**src/rtl/parity_gen_chk_core.sv**
```systemverilog
// Registered parity generator/checker for one data word.
// Keeps a sticky error flag and a saturating error counter.
module parity_gen_chk_core #(
    parameter int DATA_W     = 8,
    parameter bit ODD_PARITY = 1'b1,
    parameter int CNT_W      = 8
) (
    input  logic              clk,
    input  logic              rst_n,
    input  logic              valid_in,
    input  logic [DATA_W-1:0] data_in,
    input  logic              parity_in,
    input  logic              err_clr,
    output logic              valid_out,
    output logic [DATA_W-1:0] data_out,
    output logic              parity_out,
    output logic              error,
    output logic              err_sticky,
    output logic [CNT_W-1:0]  err_count
);

    localparam logic [CNT_W-1:0] CNT_MAX = '1;

    logic             gen_par;
    logic             err_det;
    logic             sticky_nxt;
    logic [CNT_W-1:0] count_nxt;

    // Odd parity inverts the XOR so data plus parity holds an odd count of ones
    assign gen_par = ODD_PARITY ? ~^data_in : ^data_in;
    assign err_det = valid_in && (parity_in != gen_par);

    // A new error on the same edge as a clear takes priority
    always_comb begin
        sticky_nxt = err_sticky;
        count_nxt  = err_count;
        if (err_clr) begin
            sticky_nxt = err_det;
            count_nxt  = err_det ? CNT_W'(1) : '0;
        end else if (err_det) begin
            sticky_nxt = 1'b1;
            if (err_count != CNT_MAX) begin
                count_nxt = err_count + CNT_W'(1);
            end
        end
    end

    always_ff @(posedge clk) begin
        if (!rst_n) begin
            valid_out  <= 1'b0;
            data_out   <= '0;
            parity_out <= 1'b0;
            error      <= 1'b0;
            err_sticky <= 1'b0;
            err_count  <= '0;
        end else begin
            valid_out  <= valid_in;
            error      <= err_det;
            err_sticky <= sticky_nxt;
            err_count  <= count_nxt;
            if (valid_in) begin
                data_out   <= data_in;
                parity_out <= gen_par;
            end
        end
    end

endmodule

```
**config.mk**
```make
export PLATFORM = sky130hd
export DESIGN_NAME = parity_gen_chk_core
export DESIGN_NICKNAME = d
export VERILOG_FILES = /design/src/rtl/parity_gen_chk_core.sv
export SDC_FILE = /design/constraint.sdc
export NUM_CORES = 1
export LEC_CHECK = 0
export ABC_AREA = 1
export BUFFER_PORTS_ARGS = -buffer_cell sky130_fd_sc_hd__buf_2
export CORE_MARGIN = 1
export CORE_UTILIZATION = 40
export DETAILED_ROUTE_END_ITERATION = 10
export GPL_TIMING_DRIVEN = 0
export MAX_ROUTING_LAYER = met4
export PLACE_DENSITY = 0.61
export SYNTH_ARGS = -nofsm -noshare
export SYNTH_HDL_FRONTEND = slang
export SYNTH_SLANG_ARGS = --single-unit
```
**constraint.sdc**
```tcl
create_clock -name clk -period 4.26 [get_ports clk]
set_input_delay 0.639 -clock clk [delete_from_list [all_inputs] [get_ports clk]]
set_output_delay 0.639 -clock clk [all_outputs]
set_load 0.01 [all_outputs]
```
==> qor.yml, run 1 <==
grt:
  use_met3: 0.04918
  grt_pass1_vias: 1036
  antenna_found_initial: 0
  met1_usage: 0.2377
  grt_max_degree: 11
  grt_use_total: 0.1775
  grt-busiest-layer: "met2"
  grt_overflow: 0
  grt_util_met2: 0.2754
  grt_first_pass_wirelength_mm: 4.416
route:
  final_antenna_net_count: 0
  viasPerCell: 4.857
  drc: 0
  wirelength_mm: 2.541
  dr.first_iter.drc_count: 37
  avgRoutedWirePerCell_um: 11.05
  firstDrtPassIters: 4
  vias: 1117
clock_tree:
  cts_buffer_depth: 2
  tritoncts: "yes"
  path_clk_slew_ps: 110
  post-cts-setup-buffers: 0
  clk_latency_ps: 300
  clock-sinks: 20
  cts_max_level: 1
  root_buffer: "clkbuf_4"
  cts_resized: 0
  cts_made_buffers: 3
  cts_hold_buffers: 0
power_and_ir_drop:
  irDropWorstVdd_uv: 167.9
  power_uw: 393.2
  powerDensity_mw_per_mm2: 290.7
  p_leak_uw: 0.0007250
setup_path:
  cp_data_arrival_time_ps: 1900
  critPathLaunchType: "flop"
  crit_chain: "ha_1 > nand3_1 > nor4_2 > nand2_1 > nand3_1 > nand2_1 > a21oi_1"
  required_ps: 4500
  timing.critical_path.buf_inv: 0
  slowest_stage: "dfxtp_1"
  critPathMaxFanout: 6
  end_kind: "flop"
  crit_family: "simple AND/OR/NAND/NOR gates"
  critPathMaxStageDelay_ps: 400
  critPathKind: "reg2reg"
logic_synthesis:
  synthCells: 165
  synth_top_area_frac: 0.3536
  synth_compound_area_frac: 0.1381
  synth_top_family_by_area: "simple AND/OR/NAND/NOR gates"
  yosysTopAreaCell: "dfxtp_1"
  synthDistinctLibCells: 25
  muxShareOfSynthArea: 0
  synth_seq_cells: 20
  synthXorXnorAreaFrac: 0.03094
  yosysSeqAreaShare: 0.3536
  syn_nets: 179
  ys_top_cells_by_area: "dfxtp_1 (35%), nand2_1 (14%), inv_1 (7.6%), a21oi_1 (5.7%), nand2_4 (5.0%)"
  synth_simple_gate_area_frac: 0.3735
  yosysWarnings: 0
  syn_area_sq_mm: 0.001132
  synth_fa_ha_area_frac: 0.01105
  avgSynthCellArea_sq_um: 6.863
finish:
  regArea_sq_um: 400.4
  n_fill_cell: 260
  multi_input_area_sq_um: 626.9
  final_nets: 216
  area_growth_pct: 19.45
  utilization: 0.5268
  drive_gt1_frac: 0.2600
  n_antenna_cell: 0
  instances_no_fill: 230
timing:
  rsz0062_at_grt: "false"
  relSlewSlack: 0.6774
  tightest_slew_ps: 482.1
  period_share: 0.3904
  maxSlewViolCount: 0
  setup_viol: 0
  timing.final.hold_violations: 0
  finClkSkew_ps: 7.955
  setup_tns_ps: 0
  min_period_ps: 1663
  fmax_ghz: 0.6012
hold_path:
  min_path_type: "reg2reg"
floorplan:
  core-area_sq_mm: 0.002567
  die_area_sq_mm: 0.003048
  die_w_um: 55.21
  start_util: 0.4410
  die_h_um: 55.21
  rows: 18
  ios: 33
status:
  outcome: "finished clean"
place:
  io_buffers: 32
  dpl.hpwl_mm: 1.989
  dp.cells: 227
  place_congestion: 0.7831
run:
  cap_violations: 0
## layout make-up
cell class / instances / area share
Buffer: 3 / 0.008326
Timing Repair Buffer: 32 / 0.1184
Tap cell: 30 / 0.02775
Inverter: 25 / 0.06938
Sequential cell: 20 / 0.2960
Multi-Input combinational cell: 117 / 0.4635
Clock buffer: 3 / 0.01665
## path summary, 6_finish.rpt
path                                   from                   endpoint  slack, ps  cells after the start
setup reg to reg  err_count[0]$_SDFFE_PN0P_  err_count[3]$_SDFFE_PN0P_       2600                      7
hold reg to reg     err_sticky$_SDFFE_PN0P_    err_sticky$_SDFFE_PN0P_        490                      2
hold / removal      err_sticky$_SDFFE_PN0P_    err_sticky$_SDFFE_PN0P_        490                      2
setup / recovery  err_count[0]$_SDFFE_PN0P_  err_count[3]$_SDFFE_PN0P_       2600                      7
## flip-flops by register name, indices dropped and copies added, names as in the netlist
register and count:
valid_out 1, err_sticky 1, data_out 8, error 1
parity_out 1, err_count 8
## cells in the mapped netlist
cell / number
nand2_1: 42
inv_1: 23
dfxtp_1: 20
nor2_1: 14
a21oi_1: 13
nand3_1: 11
o21ai_0: 10
nand2_4: 5
nand2_2: 4
clkbuf_1: 3
xor2_1: 3
a21oi_2: 2
nand3_2: 2
nor3_1: 2
a21boi_1: 1
a21boi_2: 1
clkinv_1: 1
ha_1: 1
inv_2: 1
nand3b_1: 1
nor2_8: 1
nor4_1: 1
nor4_2: 1
o21ai_1: 1
xnor2_1: 1
## routing by layer
layer  share of wire  wire (um)
met1            0.49       1254
met4          0.0047         12
met2            0.44       1113
met5               0          0
met3           0.063        159
## layout by cell type (no fill, tap or decap), types with 4 or more instances in the layout
master,count
buf_2,32
nand2_2,4
inv_1,23
o21ai_0,10
nand2_1,42
nand3_1,11
a21oi_1,13
nor2_1,14
dfxtp_1,20
nand2_4,5
## cell families (layout without fill, tap and decap cells)
| family | count (synthesis) | count (layout) |
|---|---|---|
| XOR/XNOR | 4 | 4 |
| adder cells (fa/ha/maj) | 1 | 1 |
| AND/OR/NAND/NOR | 84 | 84 |
| buffers and inverters | 28 | 63 |
| AO/OA/AOI/OAI | 28 | 28 |
| flip-flops | 20 | 20 |
## stage by stage
step / instance area (sq um) / hold WS, ps / setup WS (ps)
after floorplan: 1132 / 492.0 / 2602
after global placement: 1330 / 439.5 / 2379
after detailed placement: 1330 / 471.2 / 2340
after CTS: 1353 / 499.8 / 2600
after global routing: 1353 / 521.8 / 2412
final: 1353 / 486.3 / 2597
## power by group
| group | internal (uW) | leakage (uW) | total [uW] | switching (uW) |
|---|---|---|---|---|
| Combinational | 36.9 | 0.000546 | 98.0 | 61.1 |
| Sequential | 199 | 0.000165 | 206 | 7.14 |
| Clock | 32.9 | 0.0000138 | 89.2 | 56.3 |
| Total | 269 | 0.000725 | 393 | 125 |
## worst register-to-register path, delay by kind of cell, from the launching register on
| family | cells | cell delay (ps) |
|---|---|---|
| DFF | 1 | 400 |
| AOI/OAI and AO/OA | 1 | 130 |
| and+or+nand+nor | 5 | 870 |
| adders and majority gates | 1 | 200 |
(Power assumes the default switching activity.)
==> run 2, diff against run 1 <==
- clock period: 4.26 -> 1.6 ns (I/O delays scaled with it)
==> qor.yml, run 2 (synthesis results as in run 1) <==
clock_tree:
  tritoncts: "yes"
  clock-sinks: 20
  cts_max_level: 1
  cts_buffer_depth: 2
  root_buffer: "clkbuf_4"
  path_clk_slew_ps: 110
  cts_made_buffers: 3
  post-cts-setup-buffers: 0
  clk_latency_ps: 300
setup_path:
  r2r-start: "err_count[1]$_SDFFE_PN0P_"
  critPathLaunchType: "flop"
  timing.critical_path.buf_inv: 0
  crit_family: "simple AND/OR/NAND/NOR gates"
  cp_data_arrival_time_ps: 1740
  critPathMaxFanout: 6
  critical_path_cell_count: 7
  cp-startpoint: "err_count[1]$_SDFFE_PN0P_"
  end_kind: "flop"
  required_ps: 1830
  reg2reg_depth: 7
  critPathKind: "reg2reg"
  r2r_end: "err_count[2]$_SDFFE_PN0P_"
  slowest_stage: "dfxtp_2"
  crit_chain: "ha_4 > nand3_4 > nor4_4 > nand2_2 > nand2_1 > nand2_1 > a21boi_2"
  cpMostUsedCell: "nand2_1"
  critPathMaxStageDelay_ps: 380
  r2r_setup_slack_ps: 80
finish:
  final_common_cell: "nand2_1"
  area_growth_pct: 23.65
  drive_gt1_frac: 0.2950
  n_antenna_cell: 0
  final_cell_area_sq_mm: 0.001400
  final_nets: 216
  mostFrequentLayoutCells: "nand2_1 (41), buf_2 (32), inv_1 (23), dfxtp_1 (17), nor2_1 (14)"
  largestRegisters: "data_out: 8 flops, err_count: 8 flops"
route:
  top_layer: "met4"
  viasPerCell: 4.926
  wl_met1_mm: 1.268
  dr.first_iter.drc_count: 41
  vias: 1133
  final_antenna_net_count: 0
  met3_length_um: 157
  drc: 0
  firstDrtPassIters: 4
  wirelength_mm: 2.619
  avgRoutedWirePerCell_um: 11.39
  wl_met2_mm: 1.180
floorplan:
  ios: 33
  die_area_sq_mm: 0.003048
  die_h_um: 55.21
  start_util: 0.4410
  core-area_sq_mm: 0.002567
  die_w_um: 55.21
  rows: 18
power_and_ir_drop:
  p_int_uw: 718.4
  seqPwrFrac: 0.525
  powerDensity_mw_per_mm2: 751.4
  pwr-share-clk: 0.223
  netSwitchingPower_uw: 333.7
  power_uw: 1052
  p_leak_uw: 0.0007404
  irDropWorstVdd_uv: 446.8
  swShare: 0.3172
  comb_power_share: 0.252
grt:
  grt_use_total: 0.1820
  grt_first_pass_wirelength_mm: 4.512
  antenna_found_initial: 0
  grt_overflow: 0
  grt_max_degree: 11
  grt_pass1_vias: 1056
hold_path:
  whs_path_depth: 3
  min-delay-start: "rst_n"
  hold_end: "valid_out$_SDFF_PN0_"
  min_path_type: "in2reg"
timing:
  tightest_slew_ps: 470.2
  fmax_ghz: 0.6584
  setup_tns_ps: 0
  timing.final.hold_violations: 0
  min_period_ps: 1519
  relSlewSlack: 0.6854
  maxSlewViolCount: 0
  period_share: 0.9493
  setup_viol: 0
  finClkSkew_ps: 8.510
run:
  cap_violations: 0
place:
  io_buffers: 32
  place_congestion: 0.7831
  dpl.hpwl_mm: 1.989
  placed_cell_area_sq_mm: 0.001330
status:
  outcome: "finished clean"
==> run 2: how the worst max path moves through the flow <==
stage                                      to  slack, ps
finish              err_count[2]$_SDFFE_PN0P_         80
global route        err_count[3]$_SDFFE_PN0P_         -8
CTS                 err_count[3]$_SDFFE_PN0P_          3
detailed placement  err_count[3]$_SDFFE_PN0P_        -40
global placement    err_count[1]$_SDFFE_PN0P_         -7
floorplan           err_count[1]$_SDFFE_PN0P_        130
==> run 2: metal layers <==
metal	GRT usage	up-vias
met1	0.2435	503
met4	0.02857	0
met3	0.04918	2
met5	-	-
met2	0.2806	33
li1	-	595
==> run 2: area by class of cell <==
class | count | area (sq um)
Buffer | 3 | 11.26
Clock buffer | 3 | 22.52
Fill cell | 251 | 1167
Inverter | 25 | 93.84
Multi-Input combinational cell | 117 | 668.1
Sequential cell | 20 | 406.6
Tap cell | 30 | 37.54
Timing Repair Buffer | 32 | 160.2
==> run 2: tightest hold or removal path: stages <==
cell,delay [ps]
buf_2,110
nand2_1,80
inv_1,50
==> run 2: power groups by stage <==
stage / combinational (uW) / sequential, uW / clock, uW
final: 265 / 553 / 235
after global routing: 299 / 557 / 264
after CTS: 263 / 549 / 247
after detailed placement: 262 / 560 / 0
after global placement: 255 / 558 / 0
after floorplan: 161 / 574 / 0
==> run 2: timing repair <==
item / CTS / global route
hold buffers: 0 / 0
setup endpoints to repair: 7 / 8
pin swaps: 0 / 2
gates resized for setup: 3 / 8
==> run 2: through the flow <==
step | hold WS [ps] | setup slack (ps) | std cells | util
after floorplan | 370.6 | 130.0 | 165 | -
after global placement | 439.5 | -6.578 | 227 | 0.5180
after detailed placement | 471.2 | -36.51 | 227 | 0.5180
after CTS | 200.1 | 3.311 | 230 | 0.5331
after global routing | 206.5 | -8.100 | 230 | 0.5453
final | 210.6 | 81.15 | 230 | 0.5453
